### src/rtl/lcd_cmd_sequencer_pkg.sv
`default_nettype none
// +----------------------------------------------------------------------+
// | lcd_cmd_sequencer_pkg : command codes and FSM encoding               |
// | Revision : 1.0                                                       |
// +----------------------------------------------------------------------+
package lcd_cmd_sequencer_pkg;

  localparam logic [3:0] CMD_WRITE      = 4'd0;
  localparam logic [3:0] CMD_SHIFT_UP   = 4'd1;
  localparam logic [3:0] CMD_SHIFT_DOWN = 4'd2;
  localparam logic [3:0] CMD_SHIFT_LEFT = 4'd3;
  localparam logic [3:0] CMD_SHIFT_RGT  = 4'd4;
  localparam logic [3:0] CMD_MAX        = 4'd5;
  localparam logic [3:0] CMD_MIN        = 4'd6;
  localparam logic [3:0] CMD_AVERAGE    = 4'd7;
  localparam logic [3:0] CMD_ROT_CCW    = 4'd8;
  localparam logic [3:0] CMD_ROT_CW     = 4'd9;
  localparam logic [3:0] CMD_MIRROR_X   = 4'd10;
  localparam logic [3:0] CMD_MIRROR_Y   = 4'd11;

  localparam logic [3:0] DEF_NOP_CODE   = 4'hF;

  typedef enum logic [2:0] {
    ST_IDLE      = 3'd0,
    ST_ISSUE     = 3'd1,
    ST_GUARD     = 3'd2,
    ST_WAIT_BUSY = 3'd3,
    ST_WAIT_DONE = 3'd4,
    ST_FINISH    = 3'd5
  } seq_state_t;

  function automatic logic cmd_is_legal(input logic [3:0] code, input logic [3:0] max_code);
    return (code <= max_code);
  endfunction

endpackage
`default_nettype wire

### src/rtl/lcd_cmd_sequencer_if.sv
`default_nettype none
// +----------------------------------------------------------------------+
// | lcd_cmd_sequencer_if : host command valid/ready stream               |
// | Revision : 1.0                                                       |
// +----------------------------------------------------------------------+
interface lcd_cmd_sequencer_if;
  logic [3:0] in_cmd;
  logic       in_valid;
  logic       in_ready;

  modport master (output in_cmd, output in_valid, input in_ready);
  modport slave  (input in_cmd, input in_valid, output in_ready);
endinterface
`default_nettype wire

### src/rtl/lcd_cmd_sequencer_cmd_fifo.sv
`default_nettype none
// +----------------------------------------------------------------------+
// | lcd_cmd_sequencer_cmd_fifo : synchronous 4-bit command FIFO          |
// | Revision : 1.0                                                       |
// +----------------------------------------------------------------------+
module lcd_cmd_sequencer_cmd_fifo #(
  parameter  int DEPTH = 8,
  localparam int AW    = $clog2(DEPTH),
  localparam int CW    = AW + 1
) (
  input  wire logic          clk,
  input  wire logic          reset,
  input  wire logic          push,
  input  wire logic [3:0]    din,
  input  wire logic          pop,
  output logic      [3:0]    dout,
  output logic               empty,
  output logic      [CW-1:0] count
);

  logic [3:0]    mem [DEPTH];
  logic [AW-1:0] wr_ptr;
  logic [AW-1:0] rd_ptr;
  logic          do_push;
  logic          do_pop;

  assign empty   = (count == '0);
  assign do_push = push && (count != CW'(DEPTH));
  assign do_pop  = pop && !empty;
  assign dout    = mem[rd_ptr];

  always_ff @(posedge clk) begin
    if (do_push) begin
      mem[wr_ptr] <= din;
    end
  end

  // Pointers wrap naturally because DEPTH is a power of two.
  always_ff @(posedge clk or posedge reset) begin
    if (reset) begin
      wr_ptr <= '0;
      rd_ptr <= '0;
      count  <= '0;
    end else begin
      if (do_push) wr_ptr <= wr_ptr + AW'(1);
      if (do_pop)  rd_ptr <= rd_ptr + AW'(1);
      case ({do_push, do_pop})
        2'b10:   count <= count + CW'(1);
        2'b01:   count <= count - CW'(1);
        default: count <= count;
      endcase
    end
  end

endmodule
`default_nettype wire

### src/rtl/lcd_cmd_sequencer.sv
`default_nettype none
// +----------------------------------------------------------------------+
// | lcd_cmd_sequencer : queues host commands, issues them to LCD_CTRL    |
// | Revision : 1.0                                                       |
// +----------------------------------------------------------------------+
module lcd_cmd_sequencer
  import lcd_cmd_sequencer_pkg::*;
#(
  parameter int         FIFO_DEPTH = 8,
  parameter logic [3:0] NOP_CODE   = DEF_NOP_CODE,
  parameter logic [3:0] MAX_CMD    = CMD_MIRROR_Y,
  parameter int         CNT_W      = 8
) (
  input  wire logic             clk,
  input  wire logic             reset,
  lcd_cmd_sequencer_if.slave    host,
  input  wire logic             lcd_busy,
  input  wire logic             lcd_done,
  output logic      [3:0]       lcd_cmd,
  output logic                  lcd_cmd_valid,
  output logic                  seq_done,
  output logic      [CNT_W-1:0] issued_cnt,
  output logic                  err_illegal
);

  localparam int CW = $clog2(FIFO_DEPTH) + 1;

  seq_state_t    state;
  logic [3:0]    fifo_head;
  logic          fifo_empty;
  logic [CW-1:0] fifo_count;
  logic          fifo_full;
  logic          accept;
  logic          legal;
  logic          push;
  logic          pop;

  assign fifo_full     = (fifo_count == CW'(FIFO_DEPTH));
  assign host.in_ready = !fifo_full && (state != ST_FINISH);
  assign accept        = host.in_valid && host.in_ready;
  assign legal         = cmd_is_legal(host.in_cmd, MAX_CMD);
  assign push          = accept && legal;
  assign pop           = (state == ST_IDLE) && !fifo_empty && !lcd_busy;

  lcd_cmd_sequencer_cmd_fifo #(
    .DEPTH (FIFO_DEPTH)
  ) u_fifo (
    .clk   (clk),
    .reset (reset),
    .push  (push),
    .din   (host.in_cmd),
    .pop   (pop),
    .dout  (fifo_head),
    .empty (fifo_empty),
    .count (fifo_count)
  );

  // lcd_cmd still holds the issued code during ISSUE, so it selects the successor state.
  always_ff @(posedge clk or posedge reset) begin
    if (reset) begin
      state         <= ST_IDLE;
      lcd_cmd       <= NOP_CODE;
      lcd_cmd_valid <= 1'b0;
      seq_done      <= 1'b0;
      issued_cnt    <= '0;
      err_illegal   <= 1'b0;
    end else begin
      if (accept && !legal) err_illegal <= 1'b1;
      case (state)
        ST_IDLE: begin
          if (pop) begin
            lcd_cmd       <= fifo_head;
            lcd_cmd_valid <= 1'b1;
            state         <= ST_ISSUE;
          end
        end
        ST_ISSUE: begin
          lcd_cmd       <= NOP_CODE;
          lcd_cmd_valid <= 1'b0;
          if (issued_cnt != '1) issued_cnt <= issued_cnt + CNT_W'(1);
          state <= (lcd_cmd == CMD_WRITE) ? ST_WAIT_DONE : ST_GUARD;
        end
        ST_GUARD: begin
          state <= ST_WAIT_BUSY;
        end
        ST_WAIT_BUSY: begin
          if (!lcd_busy) state <= ST_IDLE;
        end
        ST_WAIT_DONE: begin
          if (lcd_done) begin
            seq_done <= 1'b1;
            state    <= ST_FINISH;
          end
        end
        ST_FINISH: begin
          state <= ST_FINISH;
        end
        default: begin
          state         <= ST_IDLE;
          lcd_cmd       <= NOP_CODE;
          lcd_cmd_valid <= 1'b0;
        end
      endcase
    end
  end

endmodule
`default_nettype wire

### src/flat_wrapper.sv
// flat-port wrapper written by rule: the top's interface ports become plain ports
module lcd_cmd_sequencer_flat import lcd_cmd_sequencer_pkg::*;
#(
  parameter int         FIFO_DEPTH = 8,
  parameter logic [3:0] NOP_CODE   = DEF_NOP_CODE,
  parameter logic [3:0] MAX_CMD    = CMD_MIRROR_Y,
  parameter int         CNT_W      = 8
)
  (clk, reset, lcd_busy, lcd_done, lcd_cmd, lcd_cmd_valid, seq_done, issued_cnt, err_illegal, host_in_cmd, host_in_valid, host_in_ready);
  lcd_cmd_sequencer_if host_i ();
  input  wire logic clk;
  input  wire logic reset;
  input  wire logic lcd_busy;
  input  wire logic lcd_done;
  output logic      [3:0] lcd_cmd;
  output logic lcd_cmd_valid;
  output logic seq_done;
  output logic      [CNT_W-1:0] issued_cnt;
  output logic err_illegal;
  input wire logic [$bits(host_i.in_cmd)-1:0] host_in_cmd;
  input wire logic [$bits(host_i.in_valid)-1:0] host_in_valid;
  output wire logic [$bits(host_i.in_ready)-1:0] host_in_ready;
  assign host_i.in_cmd = host_in_cmd;
  assign host_i.in_valid = host_in_valid;
  assign host_in_ready = host_i.in_ready;
  lcd_cmd_sequencer #(.FIFO_DEPTH(FIFO_DEPTH), .NOP_CODE(NOP_CODE), .MAX_CMD(MAX_CMD), .CNT_W(CNT_W)) u_core (.clk(clk), .reset(reset), .host(host_i), .lcd_busy(lcd_busy), .lcd_done(lcd_done), .lcd_cmd(lcd_cmd), .lcd_cmd_valid(lcd_cmd_valid), .seq_done(seq_done), .issued_cnt(issued_cnt), .err_illegal(err_illegal));
endmodule
### config.mk
export PLATFORM = sky130hd
export DESIGN_NAME = lcd_cmd_sequencer_flat
export DESIGN_NICKNAME = d
export VERILOG_FILES = /design/src/rtl/lcd_cmd_sequencer_pkg.sv /design/src/rtl/lcd_cmd_sequencer_if.sv /design/src/rtl/lcd_cmd_sequencer_cmd_fifo.sv /design/src/rtl/lcd_cmd_sequencer.sv /design/src/flat_wrapper.sv
export SDC_FILE = /design/constraint.sdc
export NUM_CORES = 1
export LEC_CHECK = 0
export BUFFER_PORTS_ARGS = -buffer_cell sky130_fd_sc_hd__buf_2
export CAP_MARGIN = 15
export CORE_MARGIN = 2
export CORE_UTILIZATION = 46
export CTS_BUF_LIST = sky130_fd_sc_hd__clkbuf_8
export DETAILED_ROUTE_END_ITERATION = 16
export PLACE_DENSITY = 0.75
export RECOVER_POWER = 25
export SLEW_MARGIN = 25
export SYNTH_ARGS = -nofsm -noshare
export SYNTH_HDL_FRONTEND = slang
export SYNTH_SLANG_ARGS = --single-unit
### constraint.sdc
create_clock -name clk -period 3.49 [get_ports clk]
set_input_delay 0.349 -clock clk [delete_from_list [all_inputs] [get_ports clk]]
set_output_delay 0.349 -clock clk [all_outputs]
set_load 0.05 [all_outputs]
# Word level (Yosys, flattened, before mapping)
# Memories as Yosys holds them, arrays and structs flattened.
# Index checks and enable logic that the tools add are counted.
# op_classes
n_div	0
mux	12
n_mul	0
shifts	0
order_cmp	1
n_eq_ne	14
reduce_logical	21
addsub	5
bitwise_logic	1
# op_table
op	n
case mux 3 bit (6 select lines)	1
case mux 4 bit (2 select lines)	2
two-way mux 3 bit	4
adder 8 x 1 -> 8 bit (second input constant)	1
logical AND 1 bit	8
zero test 4 bit	2
!= test 8 bit (second input constant)	1
adder 3 x 1 -> 3 bit (second input constant)	2
== test 3 x 2 -> 1 bit (second input constant)	2
== test 3 bit (second input constant)	2
!= test 2 bit (second input constant)	3
AND reduction 2 bit	3
adder 4 x 1 -> 4 bit (second input constant)	1
== test 4 bit (second input constant)	1
<= comparator 4 bit (second input constant)	1
zero test 1 bit	4
two-way mux 4 bit	1
!= test 4 bit (second input constant)	1
OR reduction 4 bit	1
subtractor 4 x 1 -> 4 bit (second input constant)	1
== test 3 x 1 -> 1 bit (second input constant)	1
zero test 3 bit	1
two-way mux 1 bit	3
!= test 3 bit (second input constant)	1
other kinds (6)	6
# word_totals
latchBits	0
reg_bits	28
inputBits	9
ramBits	32
mem_count	1
romBits	0
# memory_table
memory	words	width	rd	rd_ports_with_merged_regs	write_ports	line	source
u_core.u_fifo.mem	8	4	1	0	1	lcd_cmd_sequencer_cmd_fifo.sv:21	logic [3:0] mem [DEPTH];

# Longest topological paths before layout
# Gate-level depths: netlist of run 1.
# depth
word_depth	8
depth_mapped	12
mapped_depth_nobuf	11

# By module
# From an unflattened synthesis of run 1, not the netlist that was laid out.
# hier_totals
hier_cells	207
area_unflattened_um2	2847.7
# modules_own_cells
mod	seq_area_each_um2	area_each_um2	instances	cells_per_inst
lcd_cmd_sequencer_cmd_fifo	1211.2	1866.8	1	114
lcd_cmd_sequencer	455.4	980.9	1	93

# Worst setup path before layout of run 1
# OpenSTA, ideal clock, no wires.
# synth_path
path_type	register to register
from	reg u_core.state[1]
to	reg u_core.u_fifo.count[2]
path_stages_with_launch	13
n_path_buf	2
setup_time_ps	126
arrival_ps	2367
slack_ps	997
synth_period_minus_slack_ps	2493
required_time_ps	3364
path_cell_list	dfrtp_1 -> buf_6 -> inv_4 -> a32oi_4 -> nand3_2 -> buf_6 -> ha_1 -> xor2_1 -> ha_1 -> a21oi_1 -> xor2_1 -> nor2_1 -> xor2_1
# synth_between
elab_chain_cells	7
elab_cells_between_ends	13
cone_classes	eq/ne: 3; mux: 1; reduce/logical: 9
# synth_rtl
item	line	source
start: declaration	lcd_cmd_sequencer.sv:28	seq_state_t state;
start signal: assignment	lcd_cmd_sequencer.sv:81	state <= (lcd_cmd == CMD_WRITE) ? ST_WAIT_DONE : ST_GUARD;
!= test 3 bit (*)	lcd_cmd_sequencer.sv:39	assign host.in_ready = !fifo_full && (state != ST_FINISH);
logical AND 1 bit (*)	lcd_cmd_sequencer.sv:39	
net host_in_ready	flat_wrapper.sv:22	output wire logic [$bits(host_i.in_ready)-1:0] host_in_ready;
logical AND 1 bit (*)	lcd_cmd_sequencer.sv:40	assign accept = host.in_valid && host.in_ready;
logical AND 1 bit (*)	lcd_cmd_sequencer.sv:42	assign push = accept && legal;
logical AND 1 bit (*)	lcd_cmd_sequencer_cmd_fifo.sv:28	assign do_push = push && (count != CW'(DEPTH));
== test 2 x 1 -> 1 bit / == test 2 bit (equally long branches)	lcd_cmd_sequencer_cmd_fifo.sv:47	case ({do_push, do_pop})
case mux 4 bit (2 select lines) / nonzero test 2 bit (equally long branches)	-	
end signal: assignment	lcd_cmd_sequencer_cmd_fifo.sv:48	2'b10: count <= count + CW'(1);
end signal: assignment	lcd_cmd_sequencer_cmd_fifo.sv:49	2'b01: count <= count - CW'(1);
end signal: assignment	lcd_cmd_sequencer_cmd_fifo.sv:50	default: count <= count;
end: declaration	lcd_cmd_sequencer_cmd_fifo.sv:18	output logic [CW-1:0] count
# The timed path passes the listed nets; every way through them passes the cells marked *.
# A chain may end at the register's enable or synchronous reset.

# Worst setup path after layout of run 1
# layout_path
from	reg u_core.state[1]
to	reg u_core.u_fifo.count[2]
# layout_between
elab_chain_cells	7
elab_cells_between_ends	13
cone_classes	eq/ne: 3; mux: 1; reduce/logical: 9
# layout_rtl
item	line
!= test 3 bit	lcd_cmd_sequencer.sv:39
logical AND 1 bit	lcd_cmd_sequencer.sv:39
logical AND 1 bit	lcd_cmd_sequencer.sv:40
logical AND 1 bit	lcd_cmd_sequencer.sv:42
logical AND 1 bit	lcd_cmd_sequencer_cmd_fifo.sv:28
== test 2 x 1 -> 1 bit / == test 2 bit (equally long branches)	lcd_cmd_sequencer_cmd_fifo.sv:47
case mux 4 bit (2 select lines) / nonzero test 2 bit (equally long branches)	-
# Several ways; a longest one is shown, not always the timed one.

==> qor.txt, run 1 <==
Nets: 235
H-Tree Depth: 3
mux cell area share after synthesis: 10.56%
Max-Cap Viols: 0
Yosys cell types: 50
Leakage: 1.203 nW
Worst setup EP type: flip-flop
Tmin final: 2.550 ns
Clock Latency Late Sink: 0.33 ns
Largest delay share family, worst path: flip-flops
Required @ worst endpoint: 3.70 ns
fin worst setup slack: 0.9396 ns
largest family of logic cells by synthesized area: simple AND/OR/NAND/NOR gates
Clock Skews: 0.009737 ns
vias in the first global route: 1,640
worst slew pin tran: 1.074 ns
Syn Nets: 209
Wirelength per Cell: 15.57 um
ys flop type: edfxtp_1
total gr overflow: 0
register bit total from synthesis: 60
First DRT Iteration DRCs: 46
initial antenna violation count: 0
cells along the critical path: inv_4 > a32oi_4 > nand3_2 > ha_1 > xor2_1 > ha_1 > a21oi_1 > xor2_1 > nor2_1 > xor2_1
final wirelength: 4623 um
Longest Clk Path Bufs: 2
DP Worst Slack: 0.9485 ns
post-synthesis sequential area ratio: 59.62%
ys async rst share: 46.67%
Critical Path Start: u_core.state[1]
Area Overhead vs Synth: 12.71%
CTS sink cnt: 60
Most common cell on crit path: xor2_1
Critical Path AT: 2.76 ns
Die H: 81.95 um
# DRC: 0
# port buffers: 24
fin. max-slew vios: 0
global-route wire length before repair: 7679 um
diode count: 0
Die Wd: 81.95 um
Clock Pin Slew Worst Setup and Hold Paths: 0.07 ns
TritonCTS clock tree: yes
Setup violations, final: 0
TritonCTS buffer count: 9
via density per instance: 5.350
Total Neg Setup Slack: 0 ns
Resized Gates After CTS: 0
num ports: 25
clk root buf: clkbuf_8
Slew HR: 28.30%
compound-gate portion of the synthesized area: 8.326%
CP peak stage delay: 0.58 ns
worst reg2reg setup slack: 0.94 ns
routability congestion estimate: 0.8125
CP Launch Type: flip-flop
Avg Inst Size Synth: 14.56 um^2
Post-Synth Simple-Gate Area: 11.46%
Via Count: 1,589
Hold-fix buffers, CTS: 0
Final ANT Viol Nets: 0
Synth Cell Area: 2795 um^2
largest net degree at the start of global routing: 29
drt pass-1 iters: 4
share of cells above drive strength 1: 28.83%
post-synthesis xor/xnor area fraction: 3.447%
start of the worst register-to-register path: u_core.state[1]
RSZ-0062 raised after global routing: false
Slowest cell on crit path: dfrtp_1
f_max: 392.1 MHz
Core ar.: 5886 um^2
CP Buf/Inv Count: 1
die area: 6716 um^2
endpoints failing hold: 0
Worst Hold Class: input pin to asynchronous set/reset pin
outcome: finished clean
warnings from Yosys: 0
GRT Util Overall: 15.95%
PwrDens: 893.4 nW/um^2
FP Rows: 28
Synth Area in Adders: 3.581%
Final period util: 73.08%
cells after synthesis: 192
critical path type: flip-flop to flip-flop
EDFF count, synth: 32
WHS: 0.2833 ns
HPWL Detailed: 3234 um
Initial Util: 47.49%
worst-path maximum fanout: 12
IR drop worst, VDD: 0.0003998 V
post-CTS setup buffers: 0
[power by group]
part,switching (mW),internal [mW],leakage (nW)
Sequential,0.268,0.944,0.623
Combinational,0.539,0.415,0.472
Clock,0.255,0.393,0.108
Total,1.06,1.75,1.20
[worst reg2reg max path: stages, from the launching register on]
cell and delay, ns:
dfrtp_1 0.58, inv_4 0.09, a32oi_4 0.28, nand3_2 0.28
ha_1 0.36, xor2_1 0.16, ha_1 0.18, a21oi_1 0.14
xor2_1 0.16, nor2_1 0.06, xor2_1 0.14
[layer usage]
metal | share of wire, % | GRT usage [%] | up-vias
met5 | 0 | 0 | -
met4 | 1.8 | 7.833 | 0
met3 | 3.3 | 4.945 | 10
met2 | 48 | 24.72 | 25
met1 | 47 | 20.30 | 764
li1 | - | - | 790
[per-stage QoR]
step	total power [mW]	utilization [%]	instance area (um^2)	std cells
after floorplan	2.000	-	2795	192
after global placement	2.162	50.13	2950	282
after detailed placement	2.182	50.13	2950	282
after CTS	2.843	53.61	3156	297
after global routing	2.999	53.53	3151	297
final	2.815	53.53	3151	297
[cell type report]
type,count,area (um^2)
Tap cell,75,93.84
Sequential cell,60,1667
Inverter,6,25.02
Multi-Input combinational cell,117,1045
Timing Repair Buffer,24,115.1
Clock inverter,6,81.33
Clock buffer,9,123.9
Fill cell,500,2735
[Yosys cell counts (2+ instances only)]
cell | count | area [um^2]
edfxtp_1 | 32 | 960.9
dfrtp_1 | 24 | 600.6
nand2_1 | 9 | 33.78
a21oi_1 | 8 | 40.04
ha_1 | 8 | 100.1
mux4_2 | 8 | 180.2
nor3_1 | 8 | 40.04
nor2_1 | 6 | 22.52
xnor2_1 | 6 | 52.55
inv_1 | 5 | 18.77
xor2_1 | 5 | 43.79
a2bb2oi_1 | 4 | 35.03
dfstp_2 | 4 | 105.1
mux2i_1 | 4 | 40.04
nor4_1 | 4 | 25.02
buf_1 | 3 | 11.26
buf_6 | 3 | 33.78
mux2_2 | 3 | 33.78
nand3_1 | 3 | 15.01
nand3_2 | 3 | 30.03
nor2b_1 | 3 | 18.77
nor4b_2 | 3 | 45.04
a31o_2 | 2 | 17.52
a31oi_1 | 2 | 12.51
buf_2 | 2 | 10.01
mux2_4 | 2 | 30.03
nand2b_1 | 2 | 12.51
nor3b_2 | 2 | 25.02
o21a_1 | 2 | 15.01
o21ai_0 | 2 | 10.01
[cell usage in the layout, fill, tap and decap left out, drive strengths merged, types with 2 or more instances in the layout]
cell and instances:
edfxtp 32, dfrtp 24, buf 20, clkbuf 13
nand2 9, nor3 8, a21oi 8, mux4 8
ha 8, inv 7, nor2 6, xnor2 6
nand3 6, mux2 6, xor2 5, nor4 4
mux2i 4, a2bb2oi 4, dfstp 4, nor2b 3
nor4b 3, clkinv 3, nor3b 2, o21a 2
a31oi 2, a31o 2, nand2b 2, o21ai 2
bufinv 2, or2 2
[path summary, 6_finish.rpt]
check / cells after the start / to
worst min-delay path: 2 / u_core.issued_cnt[3]
worst max-delay path: 10 / u_core.u_fifo.count[2]
max in group asynchronous: 2 / u_core.u_fifo.rd_ptr[1]
min in group clk: 2 / u_core.seq_done
worst max register to register: 10 / u_core.u_fifo.count[2]
worst min register to register: 1 / u_core.seq_done
[cells by family (layout without fill, tap and decap cells)]
family,after synthesis,in the layout
DFF,60,60
and+or+nand+nor,50,50
AOI/OAI and AO/OA,30,30
muxes,18,18
buffers and inverters,15,45
xor gates and xnor gates,11,11
adders and majority gates,8,8
[sequential cells by signal, summed over array words and instances, names as in the netlist]
signal / flops
u_core.lcd_cmd: 4
u_core.u_fifo.mem: 32
u_core.state: 3
u_core.issued_cnt: 8
u_core.lcd_cmd_valid: 1
u_core.u_fifo.rd_ptr: 3
u_core.u_fifo.wr_ptr: 3
u_core.u_fifo.count: 4
u_core.seq_done: 1
u_core.err_illegal: 1
Note: power is estimated with default switching activity, not from simulation.
==> inputs of run 2 (changes only) <==
==> constraint.sdc (replaced) <==
create_clock -name clk -period 2.6 [get_ports clk]
set_input_delay 0.26 -clock clk [delete_from_list [all_inputs] [get_ports clk]]
set_output_delay 0.26 -clock clk [all_outputs]
set_load 0.05 [all_outputs]
==> run 2 against run 1 <==
  * Fmax increased by 12%
  * Utilization increased by 2.3 points
  * Hold slack got worse by 0.066 ns
  * Via count up 3.8%
  * Flip-flop and latch count unchanged
  * Die area did not move
  * Sequential share of layout area fell by 2.2 points
  * Cell count increased by 3.4%
  * Largest cell class unchanged
  * Largest power group unchanged
==> qor.txt, run 2 (synthesis results as in run 1) <==
Clock Latency Late Sink: 0.33 ns
start of the worst register-to-register path: u_core.u_fifo.count[1]
Wirelength per Cell: 15.69 um
CP Launch Type: flip-flop
Worst setup EP type: flip-flop
CP Capture Point: u_core.u_fifo.count[2]
Tmin final: 2.286 ns
die area: 6716 um^2
PwrDens: 1241 nW/um^2
# DRC: 0
Critical Path AT: 2.50 ns
total gr overflow: 0
clk root buf: clkbuf_8
fillers: 470
f_max: 437.4 MHz
Longest Clk Path Bufs: 2
routability congestion estimate: 0.8215
most frequent cells in the layout: 32 x edfxtp_1, 24 x dfrtp_1, 20 x buf_2
Clock Skews: 0.01407 ns
num ports: 25
Total Neg Setup Slack: 0 ns
Core ar.: 5886 um^2
vias in the first global route: 1,658
FP Rows: 28
initial antenna violation count: 0
Setup violations, final: 0
worst slew pin tran: 0.9683 ns
max reg flops: 32
outcome: finished clean
drt pass-1 iters: 4
Final period util: 87.93%
DP Area: 3010 um^2
endpoints failing hold: 0
share of cells above drive strength 1: 32.33%
Total Power: 4.076 mW
H-Tree Depth: 3
HPWL Detailed: 3383 um
WHS: 0.2170 ns
First DRT Iteration DRCs: 85
fin. max-slew vios: 0
r2r endpoint: u_core.u_fifo.count[2]
fin worst setup slack: 0.3139 ns
critical path type: flip-flop to flip-flop
Resized Gates After CTS: 0
GRT Util Overall: 16.54%
Initial Util: 47.49%
final core utilization: 55.82%
# port buffers: 24
register with the most flip-flops: u_core.u_fifo.mem
cell area after layout: 3286 um^2
Via Count: 1,649
worst r2r path cells: 11
Max-Cap Viols: 0
Clock Pin Slew Worst Setup and Hold Paths: 0.07 ns
Post-Layout Cell Count: 307
Final ANT Viol Nets: 0
most common cell after layout, fill and taps aside: edfxtp_1
largest registers: u_core.u_fifo.mem: 32 flops, u_core.issued_cnt: 8 flops
Required @ worst endpoint: 2.82 ns
largest net degree at the start of global routing: 26
Leakage: 1.274 nW
IR drop worst, VDD: 0.0006483 V
placed cells: 290
final wirelength: 4816 um
Area Overhead vs Synth: 17.55%
worst reg2reg setup slack: 0.31 ns
Slew HR: 35.38%
TritonCTS buffer count: 9
worst-path maximum fanout: 7
Die H: 81.95 um
RSZ-0062 raised after global routing: false
global-route wire length before repair: 8169 um
DP Worst Slack: 0.2993 ns
diode count: 0
Worst Hold Class: input pin to flip-flop
TritonCTS clock tree: yes
Die Wd: 81.95 um
Critical Path Start: u_core.u_fifo.count[1]
CTS sink cnt: 60
via density per instance: 5.371
Nets: 244
==> run 2: changes by cell type in the layout (fill, tap and decap cells not counted) <==
| cell | previous run | this run |
|---|---|---|
| clkinv_4 | 1 | 2 |
| bufinv_16 | 2 | 4 |
| clkinv_2 | 1 | 0 |
| buf_4 | 0 | 8 |
| dlygate4sd3_1 | 0 | 1 |
| inv_1 | 6 | 5 |
| clkinv_1 | 1 | 0 |
| inv_6 | 0 | 1 |
==> run 2: worst max-delay path, cell delays in order (launching register included) <==
cell	delay, ns
dfrtp_1	0.45
nor4_1	0.34
nor2_1	0.09
nand2_1	0.13
inv_1	0.08
ha_1	0.24
xor2_1	0.16
ha_1	0.18
a21oi_1	0.14
xor2_1	0.16
nor2_1	0.06
xor2_1	0.14
==> run 2: cell type report <==
class | count | area [um^2] | share of cell area (%)
sequential | 60 | 1667 | 50.72
clock buffer | 9 | 123.9 | 3.770
clock inverter | 7 | 146.4 | 4.455
tap | 75 | 93.84 | 2.856
inverter | 6 | 25.02 | 0.7616
timing repair buffer | 33 | 185.2 | 5.636
multi-input combinational | 117 | 1045 | 31.80
==> run 2: report_power, final <==
group / internal, mW / leakage (nW) / switching, mW / total [mW]
logic: 0.591 / 0.517 / 0.754 / 1.34
registers: 1.27 / 0.623 / 0.345 / 1.61
clock network: 0.740 / 0.134 / 0.380 / 1.12
==> run 2: worst min path at each step <==
stage / from / slack, ns / depth (start not counted) / end
3_3_place_gp: u_core.seq_done / 0.45 / 1 / u_core.seq_done
5_1_grt: lcd_done / 0.21 / 2 / u_core.seq_done
6_report: lcd_done / 0.22 / 2 / u_core.seq_done
2_1_floorplan: reset / 0.32 / 1 / u_core.err_illegal
3_5_place_dp: u_core.err_illegal / 0.48 / 1 / u_core.err_illegal
4_1_cts: reset / 0.18 / 2 / u_core.u_fifo.count[0]
==> run 2: layer usage <==
layer	global-route usage [%]	vias up	routed length [um]
li1	-	805	-
met2	27.24	32	2505
met4	5.500	0	39
met1	20.62	808	2106
met5	0	-	0
met3	5.385	4	164
==> run 2: timing repair <==
item / CTS / global route
endpoints found under the hold margin: 0 / 8
setup endpoints to repair: 0 / 0
hold buffers: 0 / 1
setup buffers: 0 / 0
==> inputs of run 3 (changes only) <==
--- a/config.mk
+++ b/config.mk
@@ -11,8 +11,8 @@
 export CORE_UTILIZATION = 46
 export CTS_BUF_LIST = sky130_fd_sc_hd__clkbuf_8
 export DETAILED_ROUTE_END_ITERATION = 16
+export GPL_TIMING_DRIVEN = 0
 export PLACE_DENSITY = 0.75
-export RECOVER_POWER = 25
 export SLEW_MARGIN = 25
 export SYNTH_ARGS = -nofsm -noshare
 export SYNTH_HDL_FRONTEND = slang
==> run 3 against run 2 <==
  * The flow now finishes with violations (hold timing)
  * Setup slack worse by 0.086 ns
  * Wire length down 1.8%
  * Clock power decreased by 38%
  * Via count grew 0.61%
  * Clock skew shrank 0.0046 ns
  * First-iteration DRC count grew 15%
  * Global-route usage down 0.58 points
  * Die area unchanged
  * Flip-flop and latch count unchanged
  * Critical endpoint unchanged
  * Highest routed layer unchanged
==> qor.txt, run 3 (synthesis results as in run 1) <==
outcome: finished with violations
failing checks: hold timing
initial antenna violation count: 0
Final ANT Viol Nets: 0
drt pass-1 iters: 4
Required @ worst endpoint: 2.81 ns
num ports: 25
GRT Util Overall: 15.96%
fin. max-slew vios: 0
DP Worst Slack: 0.1370 ns
combinational power share: 41.1%
largest net degree at the start of global routing: 29
die area: 6716 um^2
total gr overflow: 0
max layer used: met4
# DRC: 0
register with the most flip-flops: u_core.u_fifo.mem
most frequent cells in the layout: 32 x edfxtp_1, 26 x buf_2, 23 x dfrtp_1
Die H: 81.95 um
Clock Latency Late Sink: 0.33 ns
Internal: 2.220 mW
H-Tree Depth: 3
Area Overhead vs Synth: 14.50%
Nets: 244
vias in the first global route: 1,678
worst-path maximum fanout: 11
Clock Power Share: 18.7%
Post-Layout Cell Count: 307
Total Neg Setup Slack: 0 ns
max reg flops: 32
final wirelength: 4730 um
Routed met3 length: 151 um
RSZ-0062 raised after global routing: false
Setup violations, final: 0
Final period util: 91.22%
CTS sink cnt: 60
final core utilization: 54.38%
WHS: -0.006194 ns
Clock Skews: 0.009462 ns
diode count: 0
Worst setup EP type: flip-flop
TritonCTS clock tree: yes
Wirelength per Cell: 15.41 um
clk root buf: clkbuf_8
Slew HR: 43.79%
PwrDens: 1154 nW/um^2
Clock Pin Slew Worst Setup and Hold Paths: 0.07 ns
Tmin final: 2.372 ns
placed cells: 291
fin worst setup slack: 0.2283 ns
endpoints failing hold: 21
Via Count: 1,659
post-CTS setup buffers: 0
CP Launch Type: flip-flop
WL met2: 2423 um
Initial Util: 47.49%
routability congestion estimate: 0.7682
largest registers: u_core.u_fifo.mem: 32 flops, u_core.issued_cnt: 8 flops
via density per instance: 5.404
WL met1: 2111 um
most common cell after layout, fill and taps aside: edfxtp_1
Core ar.: 5886 um^2
Switching Share: 39.88%
IR drop worst, VDD: 0.0005033 V
First DRT Iteration DRCs: 98
TritonCTS buffer count: 9
Critical Path AT: 2.58 ns
# port buffers: 24
FP Rows: 28
global-route wire length before repair: 7797 um
P_sw: 1.472 mW
share of cells above drive strength 1: 34.48%
fillers: 493
Leakage: 1.231 nW
worst slew pin tran: 0.8355 ns
HPWL Detailed: 3297 um
f_max: 421.6 MHz
Die Wd: 81.95 um
share of power burned in registers: 40.2%
Max-Cap Viols: 0
Longest Clk Path Bufs: 2
critical path type: flip-flop to flip-flop
Worst Hold Class: input pin to asynchronous set/reset pin
-- run 3: changes by cell type in the layout (fill, tap and decap cells not counted), sizes merged --
cell / previous run / this run
buf: 28 / 32
bufinv: 4 / 0
clkbuf: 13 / 10
clkinv: 2 / 4
clkinvlp: 0 / 1
dlygate4sd3: 1 / 0
inv: 7 / 8
-- run 3: worst paths after layout --
path / start / endpoint / slack, ns / cells past startpoint
worst min register to register: u_core.seq_done / u_core.seq_done / 0.47 / 1
worst max-delay path: u_core.state[1] / u_core.u_fifo.count[2] / 0.23 / 12
max in group asynchronous: reset / u_core.u_fifo.count[0] / 2.19 / 2
worst min-delay path: reset / u_core.u_fifo.count[2] / -0.006 / 2
min in group clk: lcd_done / u_core.seq_done / 0.21 / 2
worst max register to register: u_core.state[1] / u_core.u_fifo.count[2] / 0.23 / 12
-- run 3: worst max-delay path: stages, from the launching register on --
cell     delay (ns)
dfrtp_1        0.38
buf_6          0.16
inv_4          0.05
a32oi_4        0.28
nand3_2        0.12
buf_6          0.16
ha_1           0.26
xor2_1         0.16
ha_1           0.20
a21oi_2        0.12
xor2_1         0.15
nor2_1         0.06
xor2_1         0.14
-- run 3: area by class of cell --
cell class / count / area [um^2] / area share [%]
Sequential cell: 60 / 1668 / 52.11
Buffer: 9 / 58.81 / 1.837
Clock inverter: 7 / 46.29 / 1.446
Timing Repair Buffer: 24 / 120.1 / 3.753
Multi-Input combinational cell: 117 / 1065 / 33.27
Tap cell: 75 / 93.84 / 2.932
Clock buffer: 9 / 123.9 / 3.870
Inverter: 6 / 25.02 / 0.7819
-- run 3: what timing repair did --
action	CTS	global route
endpoints found under the setup margin	0	2
hold buffers	0	0
gates resized for setup	0	5
-- run 3: metal layers --
layer	vias to the layer above	GRT usage [%]
met3	4	5.934
met2	26	25.45
met5	-	0
li1	806	-
met4	0	6.500
met1	823	19.62
-- run 3: power groups by stage --
| stage | registers (mW) | logic [mW] | clock network [mW] |
|---|---|---|---|
| 2_1_floorplan | 1.74 | 0.950 | 0 |
| 3_3_place_gp | 1.48 | 1.47 | 0 |
| 3_5_place_dp | 1.49 | 1.51 | 0 |
| 4_1_cts | 1.47 | 1.52 | 0.717 |
| 5_1_grt | 1.52 | 1.66 | 0.759 |
| 6_report | 1.48 | 1.52 | 0.691 |
-- run 3: through the flow --
step | power [mW] | cell area, um^2
after floorplan | 2.685 | 2795
after global placement | 2.950 | 3009
after detailed placement | 3.003 | 3009
after CTS | 3.712 | 3179
after global routing | 3.939 | 3201
final | 3.692 | 3201
